$ cat src/rtl/cnu_stream.sv
// Streaming min-sum check node unit: accumulates one v2c message per beat for a
// check row (min/min2/min_idx/sign parity), then replays the row's c2v messages
// in arrival order with run-time selectable scaling (3/4 normalized, offset, none).
module cnu_stream #(
    parameter int DMAX   = 8,
    parameter int data_w = 8,
    parameter int OFFSET = 1
) (
    input  logic              clk,
    input  logic              rst,
    input  logic              en,
    input  logic [1:0]        mode,
    input  logic              in_valid,
    output logic              in_ready,
    input  logic              in_last,
    input  logic [data_w-1:0] in_q,
    output logic              out_valid,
    input  logic              out_ready,
    output logic              out_last,
    output logic [data_w-1:0] out_r
);

    localparam int CW = $clog2(DMAX + 1);
    localparam int MW = data_w - 1;
    localparam logic [MW-1:0] MAXMAG   = '1;
    localparam logic [MW-1:0] OFF      = MW'(OFFSET);
    localparam logic [CW-1:0] LAST_IDX = CW'(DMAX - 1);

    typedef enum logic { ACC,  FULL } acc_state_t;
    typedef enum logic { IDLE, SEND } out_state_t;

    acc_state_t acc_state, acc_next;
    out_state_t out_state, out_next;

    // accumulator bank
    logic [CW-1:0]   cnt;
    logic [MW-1:0]   amin, amin2;
    logic [CW-1:0]   amin_idx;
    logic            aparity;
    logic [DMAX-1:0] asgn;

    // output bank
    logic [CW-1:0]   k;
    logic [CW-1:0]   bdeg;
    logic [MW-1:0]   bmin, bmin2;
    logic [CW-1:0]   bidx;
    logic            bpar;
    logic [DMAX-1:0] bsgn;
    logic [1:0]      bmode;

    logic              in_beat, out_beat, final_beat, row_end, transfer;
    logic              q_msb;
    logic [data_w-1:0] q_neg;
    logic [MW-1:0]     q_mag;
    logic [MW-1:0]     sel_m;
    logic [data_w:0]   norm3;
    logic [data_w-1:0] s_val;
    logic              sgn_k;

    assign in_ready  = en && !rst && (acc_state == ACC);
    assign out_valid = en && !rst && (out_state == SEND);

    assign in_beat    = en && in_valid && in_ready;
    assign out_beat   = en && out_valid && out_ready;
    assign final_beat = out_beat && out_last;
    assign row_end    = in_beat && (in_last || (cnt == LAST_IDX));
    assign transfer   = en && (acc_state == FULL) && ((out_state == IDLE) || final_beat);

    // Saturated magnitude of the incoming message (most negative value maps to MAXMAG)
    always_comb begin
        q_msb = in_q[data_w-1];
        q_neg = -in_q;
        if (!q_msb)
            q_mag = in_q[MW-1:0];
        else if (q_neg[data_w-1])
            q_mag = MAXMAG;
        else
            q_mag = q_neg[MW-1:0];
    end

    // Next-state logic for the accumulator and output FSMs
    always_comb begin
        acc_next = acc_state;
        out_next = out_state;
        if (row_end)
            acc_next = FULL;
        if (transfer)
            acc_next = ACC;
        if (transfer)
            out_next = SEND;
        else if (final_beat)
            out_next = IDLE;
    end

    // State registers and both data banks
    always_ff @(posedge clk) begin
        if (rst) begin
            acc_state <= ACC;
            out_state <= IDLE;
            cnt       <= '0;
            amin      <= MAXMAG;
            amin2     <= MAXMAG;
            amin_idx  <= '0;
            aparity   <= 1'b0;
            asgn      <= '0;
            k         <= '0;
            bdeg      <= '0;
            bmin      <= '0;
            bmin2     <= '0;
            bidx      <= '0;
            bpar      <= 1'b0;
            bsgn      <= '0;
            bmode     <= '0;
        end else begin
            acc_state <= acc_next;
            out_state <= out_next;
            // transfer only happens in FULL and input beats only in ACC, so the branches are exclusive
            if (transfer) begin
                bdeg     <= cnt;
                bmin     <= amin;
                bmin2    <= amin2;
                bidx     <= amin_idx;
                bpar     <= aparity;
                bsgn     <= asgn;
                bmode    <= mode;
                k        <= '0;
                cnt      <= '0;
                amin     <= MAXMAG;
                amin2    <= MAXMAG;
                amin_idx <= '0;
                aparity  <= 1'b0;
                asgn     <= '0;
            end else if (in_beat) begin
                if (q_mag < amin) begin
                    amin2    <= amin;
                    amin     <= q_mag;
                    amin_idx <= cnt;
                end else if (q_mag < amin2) begin
                    amin2 <= q_mag;
                end
                for (int unsigned i = 0; i < DMAX; i++)
                    if (cnt == CW'(i))
                        asgn[i] <= q_msb;
                aparity <= aparity ^ q_msb;
                cnt     <= cnt + CW'(1);
            end
            if (out_beat && !final_beat)
                k <= k + CW'(1);
        end
    end

    // c2v message for the current output index: select magnitude, scale, apply sign
    always_comb begin
        sel_m = (k == bidx) ? bmin2 : bmin;
        norm3 = {1'b0, sel_m, 1'b0} + {2'b00, sel_m};
        sgn_k = 1'b0;
        for (int unsigned i = 0; i < DMAX; i++)
            if (k == CW'(i))
                sgn_k = bsgn[i];
        case (bmode)
            2'b00:   s_val = data_w'(norm3 >> 2);
            2'b01:   s_val = (sel_m > OFF) ? {1'b0, sel_m - OFF} : '0;
            default: s_val = {1'b0, sel_m};
        endcase
        if (out_state == SEND) begin
            out_r    = (bpar ^ sgn_k) ? -s_val : s_val;
            out_last = (k == bdeg - CW'(1));
        end else begin
            out_r    = '0;
            out_last = 1'b0;
        end
    end

endmodule

$ cat config.mk
export PLATFORM = sky130hd
export DESIGN_NAME = cnu_stream
export DESIGN_NICKNAME = d
export VERILOG_FILES = /design/src/rtl/cnu_stream.sv
export SDC_FILE = /design/constraint.sdc
export NUM_CORES = 1
export LEC_CHECK = 0
export ABC_AREA = 1
export BUFFER_PORTS_ARGS = -buffer_cell sky130_fd_sc_hd__buf_2
export CAP_MARGIN = 10
export CORE_MARGIN = 5
export CORE_UTILIZATION = 50
export CTS_BUF_LIST = sky130_fd_sc_hd__clkbuf_16
export DETAILED_ROUTE_END_ITERATION = 10
export GPL_TIMING_DRIVEN = 0
export PLACE_DENSITY = 0.7
export RECOVER_POWER = 50
export SETUP_SLACK_MARGIN = 0.1
export SKIP_LAST_GASP = 1
export SLEW_MARGIN = 20
export SYNTH_ARGS = -nofsm -noshare
export SYNTH_HDL_FRONTEND = slang
export SYNTH_SLANG_ARGS = --single-unit
$ cat constraint.sdc
create_clock -name clk -period 2.4 [get_ports clk]
set_input_delay 0 -clock clk [delete_from_list [all_inputs] [get_ports clk]]
set_output_delay 0 -clock clk [all_outputs]
set_load 0.05 [all_outputs]
Word level (Yosys, flattened, before mapping)
Index checks and enable logic that the tools add are counted.

Register bits: 70. Input port bits: 16. Output and inout bits: 11.

Add/subtract/negate cells: 7. Magnitude comparators: 3. Equal/unequal tests: 17. Multiplexer cells: 22. Bitwise operators: 4. Reductions and logical operators: 33.

Operators with widths (count): two-way mux 7 bit (6); equality test 4 x 3 -> 1 bit (second input constant) (8); AND reduction 2 bit (10); equality test 4 x 2 -> 1 bit (second input constant) (4); two-way mux 8 bit (2); negation 8 bit (2); less-than comparator 7 bit (2); case mux 7 bit (2 select lines) (1); logical AND 1 bit (12); two-way mux 1 bit (11); adder 8 x 7 -> 9 bit (1); adder 4 x 1 -> 4 bit (second input constant) (2); equality test 4 x 1 -> 1 bit (second input constant) (2); equality test 4 bit (2); logical NOT 4 bit (2); two-way mux 4 bit (2); greater-than comparator 7 x 1 -> 1 bit (second input constant) (1); subtractor 7 x 1 -> 7 bit (second input constant) (1); nonzero test 2 bit (3); subtractor 4 x 1 -> 4 bit (second input constant) (1); equality test 2 x 1 -> 1 bit (second input constant) (1); logical NOT 1 bit (2); logical NOT 2 bit (1); logical OR 1 bit (2); other kinds (3) (5).

Logic depth before layout (Yosys ltp)
Gate-level depths: netlist of the first run.

Word-level depth: 12. Gate-level depth with buffers: 25. Gate-level depth less buffers: 24.

Worst setup path after synthesis of the first run
Ideal clock, no wire load.

Path kind: register -> output. From: register k[1]. To: output port out_r[6]. Arrival: 3.060 ns. Data required time: 2.400 ns. Slack: -0.660 ns. Cell stages (with the launch flop): 24. Buffers on the path: 1. Cell sequence: dfxtp_1 > inv_2 > nand2_1 > nand2_2 > nor2_4 > buf_6 > nand3_2 > nand2_2 > nand2_2 > nand2_1 > inv_2 > ha_1 > inv_1 > nand3b_1 > nand3_1 > nand3_1 > inv_1 > ha_1 > nand3_1 > nor2_4 > nand3_2 > nand3_1 > nand2_1 > nor2_1.

Cells in the longest elaborated chain, start to end: 12.

RTL lines: start: declaration (RTL line 43) `logic [CW-1:0] k;`; start signal: assignment (RTL line 148) `k <= k + CW'(1);`; branches (longest 10 deep; another with negation 8 bit); two-way mux 8 bit * (RTL line 166) `out_r = (bpar ^ sgn_k) ? -s_val : s_val;`; two-way mux 8 bit * (RTL line 165) `if (out_state == SEND) begin`; end: declaration (RTL line 20) `output logic [data_w-1:0] out_r`.

Mark *: on every way between the ends.

Worst setup path after layout of the first run
From: register k[2]. To: output port out_r[6].

Same word-level chain as after synthesis.

==> impl_table.tex, run 1 <==
\begin{tabular}{lr}
\hline
Metric & Value \\
\hline
\multicolumn{2}{l}{\textbf{Clock network}} \\
\quad Root buffer cell & clkbuf\_16 \\
\quad CTS Sinks & 70 \\
\quad CTS tree & done \\
\quad Number of H-tree branching levels & 3 \\
\quad Clock buffers created by TritonCTS & 9 \\
\quad Insertion delay of the later-clocked pin in the worst-skew pair & 0.33 ns \\
\quad Register clock-pin slew on the reported worst setup and hold paths & roughly 0.060 ns \\
\quad Max clock buf depth & 2 \\
\multicolumn{2}{l}{\textbf{STA}} \\
\quad Final clock period utilization by the worst path & 1.28 \\
\quad Clock tree skew after final layout & 0.00415 ns \\
\quad Worst Max-Slew Pin Slew & roughly 0.75 ns \\
\quad Final setup slack of the worst path & -0.673 ns \\
\quad Worst slew margin & 0.497 \\
\quad Unrepaired setup endpoints after global routing & yes \\
\quad Final hold vios & 0 \\
\quad Fmax & around 330 MHz \\
\quad Fin Setup TNS & -5.11 ns \\
\quad Final min period & 3.07 ns \\
\quad Slew Viols, Final & 0 \\
\quad Number of failing setup endpoints in the final timing report & 26 \\
\multicolumn{2}{l}{\textbf{Pwr}} \\
\quad Tot Pwr & between 0.003 and 0.004 W \\
\quad Static Leakage & about 2.7 nW \\
\quad Power density cells & 544 mW/mm² \\
\quad Maximum VDD drop & 0.484 mV \\
\multicolumn{2}{l}{\textbf{Logic synthesis}} \\
\quad Distinct cell type count after synthesis & 40 \\
\quad Area share of the largest cell type after synthesis & 0.314 \\
\quad EDFF count, synth & 0 \\
\quad Cells after synthesis & between 600 and 700 \\
\quad Top cell types by occurrence after synthesis & 126 x nand2\_1, 70 x dfxtp\_1, 67 x inv\_1, 67 x nor2\_1, 48 x a21oi\_1 \\
\quad Most repeated cell in the gate-level netlist after synthesis & nand2\_1 \\
\quad Leading post-synthesis cells by cell area & dfxtp\_1 31\%, nand2\_1 11\%, ha\_1 8.1\% \\
\quad Syn\_nets & between 600 and 700 \\
\quad Proportion of register bits with asynchronous set or reset after synthesis & 0 \\
\quad Primary flip-flop cell chosen by synthesis mapping & dfxtp\_1 \\
\quad Mean cell area of the mapped netlist & about 6.9 µm² \\
\quad Synth warn & 0 \\
\quad Number of synthesized register bits & 70 \\
\quad Sequential share of the synthesized area & 0.314 \\
\quad Cell accounting for the most synthesized area & dfxtp\_1 \\
\quad Total standard cell area after synthesis & $\sim$0.0045 mm² \\
\multicolumn{2}{l}{\textbf{Die}} \\
\quad Vert. Die Dim & approximately 100 µm \\
\quad Placement Rows & 34 \\
\quad Total die area & 0.0109 mm² \\
\quad I/O pin count & 27 \\
\quad Placeable core area & 0.00872 mm² \\
\quad Starting utilization of the core area & 0.512 \\
\quad Die boundary width & about 100 µm \\
\multicolumn{2}{l}{\textbf{Global routing}} \\
\quad Initial antenna violation count & 0 \\
\quad Global-route wire length before repair & between 20000 and 25000 µm \\
\quad Global Route Usage Sum & 0.221 \\
\quad Maximum number of pins on one net before global-route repair & 14 \\
\quad Remaining global-route overflow & 0 \\
\quad Vias in the first global route & 4423 \\
\multicolumn{2}{l}{\textbf{Finish}} \\
\quad \# nets final & just under 800 \\
\quad Ant diodes & 0 \\
\quad Proportion of layout cells with a drive suffix above 1 & 0.346 \\
\quad Synth-to-layout area growth & 39.1\% \\
\quad Count of placed standard cells in the final layout, fillers left out & between 800 and 900 \\
\quad Final-layout fill cell count & approximately 670 \\
\multicolumn{2}{l}{\textbf{Detailed routing}} \\
\quad Final routed DRC violation total & 0 \\
\quad Total wirelength of the detailed-routed design & between 10000 and 15000 µm \\
\quad Routed wire length per instance & 15.0 µm \\
\quad Pre-Repair DR Iteration Count & 5 \\
\quad Total via count after detailed routing & roughly 4.7k \\
\quad Number of nets with antenna violations after detailed routing & 0 \\
\quad Initial DRC count & approximately 280 \\
\quad Via count normalized by instance count & 5.48 \\
\multicolumn{2}{l}{\textbf{Run}} \\
\quad Number of max-cap violations & 0 \\
\multicolumn{2}{l}{\textbf{Placement}} \\
\quad DP Cell Count & between 700 and 800 \\
\quad Buffers on Ports & 26 \\
\quad Dpl hpwl & between 8000 and 9000 µm \\
\quad Final GP Congestion & 0.842 \\
\multicolumn{2}{l}{\textbf{Worst setup path}} \\
\quad Depth of the most critical reg-to-reg path & 16 \\
\quad Internal reg-to-reg setup slack & -0.13 ns \\
\quad Critical R2R Capture & amin2[6] \\
\quad CP arrival & 3.07 ns \\
\quad Classification of the worst setup path & reg2out \\
\quad Required time of the critical path & between 2 and 2.5 ns \\
\quad Critical path peak fanout & 5 \\
\quad Startpoint of the worst-slack reg-to-reg timing path & bdeg[0] \\
\quad Critical path capture point type & output pin \\
\quad Worst Setup Start Kind & flip-flop \\
\multicolumn{2}{l}{\textbf{Hold path}} \\
\quad Hold path startpoint & in\_q[0] \\
\quad Type of the worst min-delay path & in2reg \\
\quad Number of cells on the worst hold path & 3 \\
\quad Hold path endpoint & amin[0] \\
\multicolumn{2}{l}{\textbf{Outcome}} \\
\quad Status & finished with violations \\
\quad Failing checks & setup timing \\
\hline
\end{tabular}
-- per-layer routing --
metal / GRT usage / vias to the layer above / wire length, µm
met4: 0.0759 / 0 / 305
met1: 0.274 / 2141 / 5380
met2: 0.390 / 143 / 6380
li1: - / 2352 / -
met3: 0.0351 / 26 / 661
met5: 0 / - / 0
-- timing repair --
item                                    in CTS  in global routing
endpoints found under the setup margin      66                 78
setup buffers                               28                 20
gates resized for setup                     88                 66
pin swaps                                   21                 27
hold endpoints to repair                     3                  0
hold buffers                                 3                  0
gates cloned                                 3                  1
-- power breakdown --
group | switching (W) | internal, W | total (W)
sequential | 0.0000231 | 0.00119 | 0.00122
combinational | 0.000440 | 0.000301 | 0.000741
clock | 0.000509 | 0.000912 | 0.00142
total | 0.000972 | 0.00241 | 0.00338
-- cell usage in the layout, fill, tap and decap left out, types with 4 or more instances in the layout --
master | Yosys | final
a211oi_1 | 29 | 21
a211oi_2 | 0 | 8
a21oi_1 | 48 | 41
a21oi_2 | 0 | 6
buf_2 | 4 | 17
buf_4 | 1 | 48
buf_6 | 2 | 18
clkbuf_1 | 16 | 8
clkbuf_16 | 0 | 9
dfxtp_1 | 70 | 65
ha_1 | 29 | 22
ha_4 | 0 | 7
inv_1 | 67 | 60
inv_2 | 11 | 14
inv_4 | 1 | 5
nand2_1 | 126 | 105
nand2_2 | 20 | 27
nand2_4 | 2 | 17
nand3_1 | 39 | 25
nand3_2 | 5 | 15
nand3_4 | 1 | 5
nand3b_1 | 6 | 6
nand4_1 | 11 | 11
nor2_1 | 67 | 52
nor2_2 | 8 | 13
nor2_4 | 3 | 13
nor3_1 | 9 | 4
nor3_4 | 1 | 5
o211ai_1 | 10 | 10
o21ai_0 | 32 | 29
o21ai_1 | 3 | 4
xor2_1 | 7 | 7
-- cells by family after synthesis --
logic type	after synthesis	synth area share
AND/OR/NAND/NOR	303	0.320
AO/OA/AOI/OAI	128	0.169
buffers and inverters	105	0.0941
flip-flops	70	0.314
adder cells (fa/ha/maj)	29	0.0812
XOR/XNOR	10	0.0196
multiplexers	1	0.00224
-- area by class of cell --
cell class	count	area, µm²	share of cell area
plain buffers	22	185	0.0298
clock buffers	9	225	0.0362
clock inverters	7	97.6	0.0157
inverters	82	329	0.0529
multi-input cells	472	3210	0.516
flip-flops and latches	70	1420	0.228
well taps	108	135	0.0217
repair buffers	80	621	0.0998
-- critical path, stage by stage, from the launching register on --
cell,delay (ns)
dfxtp_2,0.32
buf_6,0.12
inv_4,0.04
nand2_2,0.05
nand2_2,0.06
nor2_4,0.22
buf_6,0.16
buf_4,0.11
nand3_2,0.07
nand2_4,0.12
nor2_4,0.06
ha_4,0.23
o22ai_2,0.16
nor2_2,0.08
inv_2,0.08
ha_4,0.16
nand3_4,0.07
nor2_4,0.16
nand3_4,0.10
a21oi_2,0.18
nor2_4,0.05
buf_6,0.15
-- flip-flops by register name (all words and copies together), names as in the netlist, 7 cells and up --
| register | count |
|---|---|
| amin | 7 |
| bsgn | 8 |
| bmin | 7 |
| amin2 | 7 |
| asgn | 8 |
| bmin2 | 7 |
-- metrics by stage --
| stage | setup WS (ns) | hold WS, ns | area, µm² | util |
|---|---|---|---|---|
| floorplan | -0.154 | 0.0651 | 4680 | - |
| global placement | -0.453 | 0.256 | 4940 | 0.567 |
| detailed placement | -0.587 | 0.280 | 4940 | 0.567 |
| CTS | -0.624 | 0.0645 | 5850 | 0.671 |
| global route | -0.862 | 0.110 | 6220 | 0.713 |
| finish | -0.673 | 0.0772 | 6220 | 0.713 |
-- worst max-delay path by stage --
stage	from	to	slack [ns]
2_1_floorplan	k[2]	out_r[6]	-0.15
3_3_place_gp	k[0]	out_r[5]	-0.45
3_5_place_dp	in_q[0]	amin[4]	-0.59
4_1_cts	k[0]	out_r[5]	-0.62
5_1_grt	k[2]	out_r[6]	-0.86
6_report	k[2]	out_r[6]	-0.67
No activity file was read; power rests on OpenSTA's default activity.
==> run 2, diff against run 1 <==
--- a/config.mk
+++ b/config.mk
@@ -13,7 +13,7 @@
 export CTS_BUF_LIST = sky130_fd_sc_hd__clkbuf_16
 export DETAILED_ROUTE_END_ITERATION = 10
 export GPL_TIMING_DRIVEN = 0
-export PLACE_DENSITY = 0.7
+export PLACE_DENSITY = 0.68
 export RECOVER_POWER = 50
 export SETUP_SLACK_MARGIN = 0.1
 export SKIP_LAST_GASP = 1
==> constraint.sdc (replaced) <==
create_clock -name clk -period 3.75 [get_ports clk]
set_input_delay 0 -clock clk [delete_from_list [all_inputs] [get_ports clk]]
set_output_delay 0 -clock clk [all_outputs]
set_load 0.05 [all_outputs]
==> run 2 against run 1 <==
  * The flow now finishes without violations
  * Hold slack lost 0.030 ns
  * Design area shrank 18%
  * Global-route usage down 2.3 points
  * Clock-buffer cell count unchanged
  * Sequential share of layout area increased by 4.9 points
==> impl_table.tex, run 2 (synthesis results as in run 1) <==
\begin{tabular}{lr}
\hline
Metric & Value \\
\hline
\multicolumn{2}{l}{\textbf{Worst setup path}} \\
\quad Launching element of the worst setup path & k[2] \\
\quad Required time of the critical path & about 3.8 ns \\
\quad Worst Setup Start Kind & flip-flop \\
\quad Internal reg-to-reg setup slack & between 1 and 1.5 ns \\
\quad CP arrival & about 3.3 ns \\
\quad Depth of the most critical reg-to-reg path & 14 \\
\quad Crit path depth & 25 \\
\quad Critical path capture point type & output pin \\
\quad Cell family with most CP delay & simple AND/OR/NAND/NOR gates \\
\quad Delay of the slowest cell on the worst path & approximately 0.31 ns \\
\quad Startpoint of the worst-slack reg-to-reg timing path & bdeg[0] \\
\quad Buf/Inv on CP & 8 \\
\quad Critical Path Sink & out\_r[4] \\
\quad Critical path peak fanout & 10 \\
\quad Most common cell type on the critical path & nand3\_1 \\
\quad Classification of the worst setup path & reg2out \\
\quad CP max-delay cell & dfxtp\_1 \\
\quad Critical R2R Capture & bmin2[4] \\
\multicolumn{2}{l}{\textbf{Run}} \\
\quad Number of max-cap violations & 0 \\
\multicolumn{2}{l}{\textbf{Detailed routing}} \\
\quad Initial DRC count & 191 \\
\quad Total wirelength of the detailed-routed design & 10700 µm \\
\quad Number of nets with antenna violations after detailed routing & 0 \\
\quad Total via count after detailed routing & between 4k and 5k \\
\quad Final routed DRC violation total & 0 \\
\quad Pre-Repair DR Iteration Count & 4 \\
\quad Via count normalized by instance count & 5.28 \\
\quad Routed wire length per instance & about 13 µm \\
\multicolumn{2}{l}{\textbf{Die}} \\
\quad I/O pin count & 27 \\
\quad Placement Rows & 34 \\
\quad Total die area & between 0.01 and 0.015 mm² \\
\quad Die boundary width & about 100 µm \\
\quad Placeable core area & around 0.0087 mm² \\
\quad Vert. Die Dim & between 100 and 150 µm \\
\quad Starting utilization of the core area & 0.512 \\
\multicolumn{2}{l}{\textbf{STA}} \\
\quad Fmax & 300 MHz \\
\quad Slew Viols, Final & 0 \\
\quad Fin Setup TNS & 0 ns \\
\quad Final clock period utilization by the worst path & 0.889 \\
\quad Final min period & between 3 and 4 ns \\
\quad Unrepaired setup endpoints after global routing & yes \\
\quad Final hold vios & 0 \\
\quad Worst slew margin & 0.568 \\
\quad Clock tree skew after final layout & 0.00857 ns \\
\quad Worst Max-Slew Pin Slew & $\sim$0.65 ns \\
\quad Number of failing setup endpoints in the final timing report & 0 \\
\multicolumn{2}{l}{\textbf{Clock network}} \\
\quad Root buffer cell & clkbuf\_16 \\
\quad CTS Sinks & 70 \\
\quad Register clock-pin slew on the reported worst setup and hold paths & 0.06 ns \\
\quad Number of H-tree branching levels & 3 \\
\quad Max clock buf depth & 2 \\
\quad Insertion delay of the later-clocked pin in the worst-skew pair & $\sim$0.33 ns \\
\quad CTS tree & done \\
\quad Clock buffers created by TritonCTS & 9 \\
\multicolumn{2}{l}{\textbf{Hold path}} \\
\quad Type of the worst min-delay path & in2reg \\
\quad Hold path startpoint & in\_q[0] \\
\multicolumn{2}{l}{\textbf{Finish}} \\
\quad Largest registers & asgn x8, bsgn x8 \\
\quad Synth-to-layout area growth & 13.5\% \\
\quad \# nets final & about 730 \\
\quad Area taken by flip-flops and latches & approximately 0.0014 mm² \\
\quad Proportion of layout cells with a drive suffix above 1 & 0.155 \\
\quad Area of the multi-input gates & 0.00267 mm² \\
\quad Ant diodes & 0 \\
\quad Commonest non-fill, non-tap cell in the layout & nand2\_1 \\
\quad Final-layout fill cell count & $\sim$850 \\
\quad Count of placed standard cells in the final layout, fillers left out & 800 \\
\quad Leading cell types in the layout, fill and taps excluded & 125 x nand2\_1, 67 x inv\_1, 67 x nor2\_1, 67 x dfxtp\_1, 47 x a21oi\_1 \\
\multicolumn{2}{l}{\textbf{Global routing}} \\
\quad Initial antenna violation count & 0 \\
\quad Remaining global-route overflow & 0 \\
\quad Maximum number of pins on one net before global-route repair & 14 \\
\quad Global Route Usage Sum & 0.199 \\
\quad Vias in the first global route & $\sim$4.0k \\
\quad Global-route wire length before repair & 18300 µm \\
\multicolumn{2}{l}{\textbf{Placement}} \\
\quad Final GP Congestion & approximately 0.85 \\
\quad Dpl hpwl & 8290 µm \\
\quad DP Cell Count & 780 \\
\quad Buffers on Ports & 26 \\
\multicolumn{2}{l}{\textbf{Outcome}} \\
\quad Status & finished, final reports clean \\
\multicolumn{2}{l}{\textbf{Pwr}} \\
\quad Static Leakage & between 2 and 2.5 nW \\
\quad Power density cells & approximately 370 mW/mm² \\
\quad Maximum VDD drop & between 0.2 and 0.3 mV \\
\hline
\end{tabular}
-- run 2: cell types whose count changed in the layout (fill, tap and decap cells not counted), sizes merged --
cell      previous run  this run
buf                 86        30
inv                 80        81
clkbuf              22        29
clkinvlp             2         3
nand2              149       148
bufinv               2         0
-- run 2: cell type report --
cell class                      count  share of cell area
Inverter                           82              0.0612
Clock buffer                        9              0.0444
Timing Repair Buffer               30              0.0340
Clock inverter                      7             0.00962
Multi-Input combinational cell    471               0.525
Buffer                             23              0.0217
Sequential cell                    70               0.277
Tap cell                          108              0.0266
-- run 2: how the worst min path moves through the flow --
stage / cells after the start / slack (ns) / to
final: 3 / 0.05 / amin[0]
after detailed placement: 3 / 0.27 / acc_state
after global placement: 3 / 0.26 / acc_state
after global routing: 3 / 0.07 / amin[0]
after floorplan: 2 / 0.16 / acc_state
after CTS: 3 / 0.04 / amin[0]
-- run 2: tightest hold or removal path: stages --
cell and delay (ns):
buf_2 0.11, nor2_2 0.06, o211ai_1 0.17
-- run 2: repair_timing --
item	in CTS	in global routing
setup endpoints to repair	1	5
gates resized for setup	1	11
hold endpoints to repair	3	0
hold buffers	3	0
setup buffers	0	1
-- run 2: metal layers --
metal	track usage	vias up	part of all wire
met5	0	-	0
met4	0.0685	0	0.019
met3	0.0358	14	0.041
met2	0.335	83	0.46
met1	0.255	1895	0.48
li1	-	2233	-
-- run 2: report_power, final --
group,leakage [nW],internal [W],switching [W]
combinational,1.56,0.000111,0.000209
clock,0.126,0.000448,0.000325
sequential,0.569,0.000767,0.0000130
total,2.26,0.00133,0.000547
-- run 2: stage by stage --
stage / hold slack, ns / setup WS [ns] / instance area, µm² / power (W) / utilization
after floorplan: 0.160 / 0.690 / 4470 / 0.00104 / -
after global placement: 0.256 / 0.551 / 4730 / 0.00110 / 0.543
after detailed placement: 0.273 / 0.455 / 4730 / 0.00111 / 0.543
after CTS: 0.0440 / 0.104 / 5040 / 0.00188 / 0.578
after global routing: 0.0667 / 0.107 / 5070 / 0.00197 / 0.582
final: 0.0471 / 0.416 / 5070 / 0.00187 / 0.582
==> run 3, diff against run 2 <==
--- a/config.mk
+++ b/config.mk
@@ -9,11 +9,11 @@
 export BUFFER_PORTS_ARGS = -buffer_cell sky130_fd_sc_hd__buf_2
 export CAP_MARGIN = 10
 export CORE_MARGIN = 5
-export CORE_UTILIZATION = 50
+export CORE_UTILIZATION = 24
 export CTS_BUF_LIST = sky130_fd_sc_hd__clkbuf_16
 export DETAILED_ROUTE_END_ITERATION = 10
 export GPL_TIMING_DRIVEN = 0
-export PLACE_DENSITY = 0.68
+export MAX_ROUTING_LAYER = met4
 export RECOVER_POWER = 50
 export SETUP_SLACK_MARGIN = 0.1
 export SKIP_LAST_GASP = 1
==> run 3 against run 2 <==
  * Non-clock buffer count rose by 2
  * Power increased by 6.2%
  * Sequential cell count stayed put
  * Critical path type unchanged
  * Largest power group is now the clock network
  * Highest routed layer unchanged
==> impl_table.tex, run 3 (synthesis results as in run 1) <==
\begin{tabular}{lr}
\hline
Metric & Value \\
\hline
\multicolumn{2}{l}{\textbf{Clock network}} \\
\quad CTS tree & done \\
\quad Insertion delay of the later-clocked pin in the worst-skew pair & around 0.33 ns \\
\quad Clock buffers created by TritonCTS & 9 \\
\quad Register clock-pin slew on the reported worst setup and hold paths & 0.06 ns \\
\quad CTS Sinks & 70 \\
\quad Max clock buf depth & 2 \\
\quad Number of H-tree branching levels & 3 \\
\quad Root buffer cell & clkbuf\_16 \\
\multicolumn{2}{l}{\textbf{Worst setup path}} \\
\quad Critical R2R Capture & bmin[5] \\
\quad Most common cell type on the critical path & nand2\_1 \\
\quad Classification of the worst setup path & reg2out \\
\quad Critical path peak fanout & 10 \\
\quad Critical path capture point type & output pin \\
\quad Internal reg-to-reg setup slack & 1.15 ns \\
\quad Depth of the most critical reg-to-reg path & 14 \\
\quad Required time of the critical path & approximately 3.8 ns \\
\quad CP max-delay cell & dfxtp\_2 \\
\quad Delay of the slowest cell on the worst path & 0.40 ns \\
\quad CP arrival & 3.39 ns \\
\quad Startpoint of the worst-slack reg-to-reg timing path & bdeg[0] \\
\quad Ordered list of cells on the worst path & inv\_2, nand2\_1, nand2\_1, nor2\_4, buf\_6, nand3\_1, nand2\_2, ha\_1, a21oi\_2, nor2\_1, a211oi\_1, nand2\_1, nand3\_1, nand3\_1, nand2\_1, clkinv\_1, nand3\_1, nand2\_1, nor2\_1, clkbuf\_4 \\
\quad Worst Setup Start Kind & flip-flop \\
\multicolumn{2}{l}{\textbf{Finish}} \\
\quad Leading cell types in the layout, fill and taps excluded & 125 x nand2\_1, 67 x inv\_1, 67 x nor2\_1, 67 x dfxtp\_1, 47 x a21oi\_1 \\
\quad Area of the multi-input gates & between 0.002 and 0.003 mm² \\
\quad Largest registers & asgn x8, bsgn x8 \\
\quad Commonest non-fill, non-tap cell in the layout & nand2\_1 \\
\quad Final-layout fill cell count & a little over 2k \\
\quad Proportion of layout cells with a drive suffix above 1 & 0.156 \\
\quad Area taken by flip-flops and latches & $\sim$0.0014 mm² \\
\quad Synth-to-layout area growth & 18.2\% \\
\quad \# nets final & about 730 \\
\quad Ant diodes & 0 \\
\multicolumn{2}{l}{\textbf{STA}} \\
\quad Unrepaired setup endpoints after global routing & no \\
\quad Final clock period utilization by the worst path & 0.905 \\
\quad Slew Viols, Final & 0 \\
\quad Number of failing setup endpoints in the final timing report & 0 \\
\quad Fmax & a little under 300 MHz \\
\quad Final min period & 3.39 ns \\
\quad Worst slew margin & 0.555 \\
\quad Final hold vios & 0 \\
\quad Worst Max-Slew Pin Slew & around 0.66 ns \\
\quad Fin Setup TNS & 0 ns \\
\quad Clock tree skew after final layout & 0.00638 ns \\
\multicolumn{2}{l}{\textbf{Hold path}} \\
\quad Number of cells on the worst hold path & 3 \\
\quad Hold path startpoint & in\_q[0] \\
\quad Type of the worst min-delay path & in2reg \\
\quad Hold path endpoint & amin[0] \\
\multicolumn{2}{l}{\textbf{Detailed routing}} \\
\quad Routed wire length per instance & between 10 and 15 µm \\
\quad Total wirelength of the detailed-routed design & around 11000 µm \\
\quad Initial DRC count & approximately 320 \\
\quad Number of nets with antenna violations after detailed routing & 0 \\
\quad Via count normalized by instance count & between 4 and 5 \\
\quad Total via count after detailed routing & around 4.2k \\
\quad Pre-Repair DR Iteration Count & 5 \\
\quad Final routed DRC violation total & 0 \\
\multicolumn{2}{l}{\textbf{Die}} \\
\quad Placeable core area & around 0.019 mm² \\
\quad Starting utilization of the core area & 0.241 \\
\quad I/O pin count & 27 \\
\quad Die boundary width & about 150 µm \\
\quad Total die area & 0.0214 mm² \\
\quad Vert. Die Dim & 146 µm \\
\quad Placement Rows & 50 \\
\multicolumn{2}{l}{\textbf{Placement}} \\
\quad Buffers on Ports & 26 \\
\quad Final GP Congestion & approximately 0.86 \\
\quad Dpl hpwl & $\sim$8600 µm \\
\multicolumn{2}{l}{\textbf{Pwr}} \\
\quad Static Leakage & between 2 and 2.5 nW \\
\quad Power density cells & 377 mW/mm² \\
\quad Maximum VDD drop & around 0.19 mV \\
\quad Tot Pwr & $\sim$0.002 W \\
\multicolumn{2}{l}{\textbf{Global routing}} \\
\quad Maximum number of pins on one net before global-route repair & 13 \\
\quad Vias in the first global route & between 3k and 4k \\
\quad Global-route wire length before repair & slightly below 20000 µm \\
\quad Initial antenna violation count & 0 \\
\quad Remaining global-route overflow & 0 \\
\quad Global Route Usage Sum & 0.111 \\
\multicolumn{2}{l}{\textbf{Outcome}} \\
\quad Status & finished, final reports clean \\
\multicolumn{2}{l}{\textbf{Run}} \\
\quad Number of max-cap violations & 0 \\
\hline
\end{tabular}
==> run 3: layout make-up <==
class | instances | share of cell area
multi-input cells | 471 | 0.503
plain buffers | 23 | 0.0208
clock inverters | 7 | 0.0168
repair buffers | 32 | 0.0367
well taps | 234 | 0.0554
clock buffers | 9 | 0.0426
inverters | 82 | 0.0588
flip-flops and latches | 70 | 0.266
==> run 3: worst max-delay path by stage <==
stage          start       end  depth (start not counted)
6_report        k[0]  out_r[5]                         20
5_1_grt         k[2]  out_r[6]                         25
4_1_cts         k[0]  out_r[5]                         20
3_5_place_dp    k[0]  out_r[5]                         20
3_3_place_gp    k[1]  out_r[5]                         20
2_1_floorplan   k[1]  out_r[6]                         23
==> run 3: what timing repair did <==
action | 4_1_cts | 5_1_grt
setup buffers | 0 | 3
endpoints found under the setup margin | 0 | 5
hold buffers | 3 | 0
gates resized for setup | 0 | 14
hold endpoints to repair | 3 | 0
==> run 3: through the flow <==
stage / cell area, µm² / std cells / hold slack (ns) / worst slack (ns) / utilization
final: 5280 / 928 / 0.0336 / 0.356 / 0.285
after floorplan: 4470 / 646 / 0.160 / 0.690 / -
after global placement: 4890 / 906 / 0.261 / 0.504 / 0.264
after detailed placement: 4890 / 906 / 0.267 / 0.493 / 0.264
after CTS: 5240 / 925 / 0.0294 / 0.128 / 0.283
after global routing: 5280 / 928 / 0.0754 / 0.0890 / 0.285
==> run 3: routing by layer <==
metal,vias up,share of wire,track usage
met5,-,0,-
met4,0,0.011,0.0282
met3,9,0.039,0.0199
met2,79,0.41,0.161
met1,1888,0.54,0.160
li1,2235,-,-
==> run 3: critical path, delay by kind of cell (launching register included) <==
family	cells	cell delay (ns)
DFF	1	0.40
buffers and inverters	4	0.61
and+or+nand+nor	13	1.23
adders and majority gates	1	0.33
AOI/OAI and AO/OA	2	0.48
==> run 3: power by group <==
group          internal (W)  switching, W
Clock              0.000577      0.000313
Sequential         0.000767     0.0000134
Combinational      0.000112      0.000208
